File: src/rtl/clken_pkg.sv
// Shared types and helpers for the fractional clock-enable generator.
// Holds the lock FSM encoding, synchroniser depth and increment calculation.
package clken_pkg;

  typedef enum logic [1:0] {
    WAIT_LOCK,
    STABLE,
    RUN
  } state_t;

  localparam int SYNC_STAGES = 2;

  function automatic int sel_width(input int n);
    return (n > 1) ? $clog2(n) : 1;
  endfunction

  // Strobe rate = f_clock * inc / 2^acc_width, so inc = f_target * 2^acc_width / f_clock.
  function automatic longint unsigned calc_inc(input longint unsigned f_target,
                                               input longint unsigned f_clock,
                                               input int acc_width);
    return (f_target << acc_width) / f_clock;
  endfunction

endpackage

File: src/rtl/clken_accum_ch.sv
// One strobe channel: increment register, phase accumulator, strobe and domain reset.
// Strobe is registered one cycle after the wrap; square output only with CLKEN_SQUARE_EN.
module clken_accum_ch #(
  parameter int                   ACC_WIDTH   = 24,
  parameter logic [ACC_WIDTH-1:0] DEFAULT_INC = 24'h200000
) (
  input  logic                 clock,
  input  logic                 reset,
  input  logic                 run,
  input  logic                 enable,
  input  logic                 wr,
  input  logic [ACC_WIDTH-1:0] wr_inc,
`ifdef CLKEN_SQUARE_EN
  output logic                 square,
`endif
  output logic                 strobe,
  output logic                 domain_reset
);

  logic [ACC_WIDTH-1:0] acc;
  logic [ACC_WIDTH-1:0] inc;
  logic [ACC_WIDTH:0]   sum;

  assign sum = {1'b0, acc} + {1'b0, inc};

  always_ff @(posedge clock) begin
    if (reset) begin
      inc          <= DEFAULT_INC;
      acc          <= '0;
      strobe       <= 1'b0;
      domain_reset <= 1'b1;
    end else begin
      // Increment changes never touch the accumulator, so the phase stays continuous.
      if (wr) inc <= wr_inc;
      if (!run) begin
        acc          <= '0;
        strobe       <= 1'b0;
        domain_reset <= 1'b1;
      end else if (!enable) begin
        acc    <= '0;
        strobe <= 1'b0;
      end else begin
        acc    <= sum[ACC_WIDTH-1:0];
        strobe <= sum[ACC_WIDTH];
        if (sum[ACC_WIDTH]) domain_reset <= 1'b0;
      end
    end
  end

`ifdef CLKEN_SQUARE_EN
  assign square = acc[ACC_WIDTH-1];
`endif

endmodule

File: src/rtl/clken_fracdiv_multi.sv
// Multi-channel fractional clock-enable generator with PLL lock qualification.
// ready follows pll_locked by LOCK_STABLE+3 edges; CLKEN_SQUARE_EN adds the square outputs.
module clken_fracdiv_multi
  import clken_pkg::*;
#(
  parameter int                            CHANNELS    = 3,
  parameter int                            ACC_WIDTH   = 24,
  parameter int                            LOCK_STABLE = 1024,
  parameter logic [CHANNELS*ACC_WIDTH-1:0] DEFAULT_INC = {CHANNELS{24'h200000}}
) (
  input  logic                           clock,
  input  logic                           reset,
  input  logic                           pll_locked,
  input  logic                           cfg_wr,
  input  logic [sel_width(CHANNELS)-1:0] cfg_sel,
  input  logic [ACC_WIDTH-1:0]           cfg_inc,
  output logic                           cfg_ack,
  input  logic [CHANNELS-1:0]            ch_enable,
  output logic [CHANNELS-1:0]            strobe,
  output logic [CHANNELS-1:0]            domain_reset,
`ifdef CLKEN_SQUARE_EN
  output logic [CHANNELS-1:0]            square,
`endif
  output logic                           ready
);

  localparam int              SELW      = sel_width(CHANNELS);
  localparam int              CW        = $clog2(LOCK_STABLE);
  localparam logic [CW-1:0]   CNT_LAST  = CW'(LOCK_STABLE - 1);
  localparam logic [SELW:0]   SEL_LIMIT = (SELW + 1)'(CHANNELS);

  logic [SYNC_STAGES-1:0] sync;
  logic                   lock_s;
  state_t                 state, next_state;
  logic [CW-1:0]          cnt, cnt_next;
  logic                   run_en;

  assign lock_s = sync[SYNC_STAGES-1];

  always_comb begin
    next_state = state;
    cnt_next   = cnt;
    case (state)
      WAIT_LOCK: begin
        cnt_next = '0;
        if (lock_s) next_state = STABLE;
      end
      STABLE: begin
        if (!lock_s) begin
          next_state = WAIT_LOCK;
          cnt_next   = '0;
        end else if (cnt == CNT_LAST) begin
          next_state = RUN;
          cnt_next   = '0;
        end else begin
          cnt_next = cnt + 1'b1;
        end
      end
      RUN: begin
        cnt_next = '0;
        if (!lock_s) next_state = WAIT_LOCK;
      end
      default: begin
        next_state = WAIT_LOCK;
        cnt_next   = '0;
      end
    endcase
  end

  always_ff @(posedge clock) begin
    if (reset) begin
      sync    <= '0;
      state   <= WAIT_LOCK;
      cnt     <= '0;
      ready   <= 1'b0;
      cfg_ack <= 1'b0;
    end else begin
      sync    <= {sync[SYNC_STAGES-2:0], pll_locked};
      state   <= next_state;
      cnt     <= cnt_next;
      ready   <= (next_state == RUN);
      cfg_ack <= cfg_wr && ({1'b0, cfg_sel} < SEL_LIMIT);
    end
  end

  // Channels only accumulate while RUN persists; the edge that leaves RUN clears them.
  assign run_en = (state == RUN) && lock_s;

  for (genvar i = 0; i < CHANNELS; i++) begin : g_ch
    clken_accum_ch #(
      .ACC_WIDTH  (ACC_WIDTH),
      .DEFAULT_INC(DEFAULT_INC[i*ACC_WIDTH +: ACC_WIDTH])
    ) u_ch (
      .clock       (clock),
      .reset       (reset),
      .run         (run_en),
      .enable      (ch_enable[i]),
      .wr          (cfg_wr && (cfg_sel == SELW'(i))),
      .wr_inc      (cfg_inc),
`ifdef CLKEN_SQUARE_EN
      .square      (square[i]),
`endif
      .strobe      (strobe[i]),
      .domain_reset(domain_reset[i])
    );
  end

endmodule

File: config.mk
export PLATFORM = sky130hd
export DESIGN_NAME = clken_fracdiv_multi
export DESIGN_NICKNAME = d
export VERILOG_FILES = /design/src/rtl/clken_pkg.sv /design/src/rtl/clken_accum_ch.sv /design/src/rtl/clken_fracdiv_multi.sv
export SDC_FILE = /design/constraint.sdc
export NUM_CORES = 1
export LEC_CHECK = 0
export CAP_MARGIN = 10
export CORE_MARGIN = 2
export CORE_UTILIZATION = 25
export DETAILED_ROUTE_END_ITERATION = 16
export DONT_BUFFER_PORTS = 1
export HOLD_SLACK_MARGIN = 0.08
export SETUP_SLACK_MARGIN = 0.2
export SLEW_MARGIN = 10
export SYNTH_ARGS = -nofsm -noshare
export SYNTH_HDL_FRONTEND = slang
export SYNTH_SLANG_ARGS = --single-unit
export TNS_END_PERCENT = 1
File: constraint.sdc
create_clock -name clock -period 2.4 [get_ports clock]
set_input_delay 0.48 -clock clock [delete_from_list [all_inputs] [get_ports clock]]
set_output_delay 0.48 -clock clock [all_outputs]
set_load 0.03 [all_outputs]
==> results.cfg <==
[pwr]
p_sw_mw = 1.40
vdd_drop_max_mv = 0.445
combPwrFrac = 0.038
seq_power_share = 0.466
intPower_mw = 4.67
power.density_mw_per_mm2 = 585
leakage_nw = 4.10
pwr-share-clk = 0.495
swShare = 0.230

[synth]
syn_nets = 1221
synth_seq_cells = 166
ys_seq_area_frac = 0.369
syn_avg_cell_area_sq_um = 8.10
ys.flop_type = dfxtp_1
async_flop_share = 0
synth_cell_type_count = 65
syn-instance-count = 1112
synth_warnings = 0
syn_area_sq_mm = 0.00900
synth_edf_count = 0

[critical_path]
regToRegEndpoint = g_ch[1].u_ch.acc[22]
critical_path_class = flip-flop to flip-flop
end_kind = flip-flop
worstSetupEndpoint = g_ch[1].u_ch.acc[22]
reg2reg_slack_ns = 0.16
startpoint = g_ch[1].u_ch.acc[0]
start_kind = flip-flop
r2r_start = g_ch[1].u_ch.acc[0]
cp_data_arrival_time_ns = 2.60
critPathMaxFanout = 3
required_ns = 2.76
r2r_cells = 9

[cts]
cts_hold_buf = 0
cts_tree = done
root_buffer = clkbuf_16
clock_path_buffers = 2
cts.sinks = 166
clk_pin_slew_ns = 0.07
clk_latency_ns = 0.44
cts_made_buffers = 17
cts.htree.levels = 4

[place]
io_buffers = 0
globalplace.congestion = 0.862
postPlaceCellArea_sq_mm = 0.00959
hpwl_mm = 17.7
pre_cts_ws_ns = 0.0310
dp.cells = 1548

[timing]
tns_ns = 0
final.min_clock_period_ns = 2.24
hold_viol_final = 0
fin_skew_ns = 0.0114
slew_violations = 0
setup_viol = 0
slew_headroom = 0.570
period_share = 0.933
rsz0062_at_grt = true
fin_ws_ns = 0.161
clock.fmax_mhz = 447
worstMarginPinSlew_ns = 0.643

[global_route]
grt_first_pass_wirelength_mm = 39.4
grt-ovfl-total = 0
grtUsageTotal = 0.130
antenna_found_initial = 0
grt_max_degree = 75
grt_pass1_vias = 7394

[cells_and_area]
register_area_sq_mm = 0.00333
area_delta_synth_final_pct = 15.2
stdcell_count = 1583
filler_cell_count = 3798
multi_input_area_sq_mm = 0.00552
nets = 1218
drive_above_1_share = 0.0919
design_area_sq_mm = 0.0104

[floorplan]
die_x_um = 194
start_util = 0.254
core_sq_mm = 0.0355
die_h_um = 194
die_area_sq_mm = 0.0375
core.rowCount = 69
ios = 41

[route]
drt_iter0_drc = 583
totalWireLength_mm = 24.3
wl_per_cell_um = 15.4
drtAntennaViolNets = 0
vias = 7788
firstDrtPassIters = 5
routed_via_density = 4.92
drcViolationCount = 0

[worst_hold_path]
min_delay_path_depth = 1
hp-class = primary input to flip-flop
worstHoldStart = reset

[run]
maxCapViolCount = 0

[run_status]
status = completed
==> layout make-up <==
cell class,instances,area share
Clock inverter,13,0.0188
Multi-Input combinational cell,871,0.533
Sequential cell,166,0.321
Inverter,24,0.00869
Timing Repair Buffer,29,0.0210
Clock buffer,18,0.0424
Tap cell,461,0.0556
Antenna cell,1,0.000241
==> state kept, by name (all words and copies together) (netlist names) <==
signal / count
ready: 1
cfg_ack: 1
state: 2
g_ch.u_ch.domain_reset: 3
cnt: 10
g_ch.u_ch.strobe: 3
g_ch.u_ch.acc: 72
sync: 2
g_ch.u_ch.inc: 72
==> Yosys cell counts (all sizes together), types with 10 or more instances <==
cell    number  area, sq um
a211oi      12         95.1
a21o        34          255
a21oi      135          683
and3        11         68.8
buf         10         65.1
clkbuf      41          154
dfxtp      166         3320
ha          73          913
inv         24         90.1
nand2      191          717
nand3       28          140
nand4       12         75.1
nor2       102          383
nor3        20          105
nor3b       11         82.6
o21a        14          105
o21ai       56          280
o21bai      11         86.3
xnor2       29          254
xor2        24          210
==> logic make-up (layout without fill, tap and decap cells) <==
| logic type | count (synthesis) | in the layout | share of synthesized area |
|---|---|---|---|
| other cells | 0 | 1 | 0 |
| simple gates | 419 | 419 | 0.209 |
| mux | 4 | 4 | 0.00445 |
| compound gates | 319 | 319 | 0.223 |
| buf+inv | 75 | 84 | 0.0343 |
| xor+xnor | 53 | 53 | 0.0516 |
| fa+ha+maj | 76 | 76 | 0.108 |
| flops | 166 | 166 | 0.369 |
==> power groups by stage <==
stage	combinational, mW	sequential, mW	clock (mW)
after floorplan	0.195	2.88	0
after global routing	0.262	2.83	3.18
final	0.232	2.83	3.00
after detailed placement	0.227	2.89	0
after global placement	0.223	2.89	0
after CTS	0.230	2.83	3.06
==> routing by layer <==
layer	part of all wire	global-route usage	up-vias
met5	0	0	-
met3	0.072	0.0369	17
met2	0.41	0.190	171
met4	0.0090	0.0322	0
met1	0.51	0.187	3671
li1	-	-	3929
==> cell usage in the layout, fill, tap and decap left out, drive strengths merged, types with 6 or more instances in the layout <==
cell type,n
a21oi,135
a211oi,12
nand2,191
nor3,20
ha,73
and4,7
xor2,24
o31ai,8
nand4,12
nand2b,7
and3,11
or2,6
clkbuf,18
inv,28
o21a,14
o21ai,56
nor2b,7
a21o,34
o211ai,6
nor3b,11
xnor2,29
a31oi,7
o21bai,11
buf,29
dfxtp,166
nand3,28
nor2,102
==> stage by stage <==
| step | utilization | hold WS [ns] | power [mW] |
|---|---|---|---|
| 2_1_floorplan | - | 0.414 | 3.08 |
| 3_3_place_gp | 0.270 | 0.427 | 3.11 |
| 3_5_place_dp | 0.270 | 0.432 | 3.12 |
| 4_1_cts | 0.290 | 0.0985 | 6.12 |
| 5_1_grt | 0.292 | 0.0908 | 6.27 |
| 6_report | 0.292 | 0.110 | 6.06 |
==> worst min-delay path by stage <==
stage	slack (ns)	end
6_report	0.11	g_ch[0].u_ch.inc[4]
2_1_floorplan	0.41	sync[1]
5_1_grt	0.09	g_ch[0].u_ch.inc[6]
3_5_place_dp	0.43	sync[1]
3_3_place_gp	0.43	sync[1]
4_1_cts	0.1	sync[0]
==> timing repair <==
item,CTS,global route
buffers inserted,3,0
hold endpoints to repair,0,0
gates resized for setup,7,21
setup endpoints to repair,25,43
pin swaps,4,11
==> critical path, stage by stage, from the launching register on <==
cell and delay, ns:
dfxtp_2 0.33, ha_4 0.17, fa_2 0.39, a211oi_4 0.28, o211ai_1 0.18, nand3_1 0.12, and3_1 0.22, o221ai_2 0.16
a41o_1 0.26, o221ai_1 0.06
(Power assumes the default switching activity.)
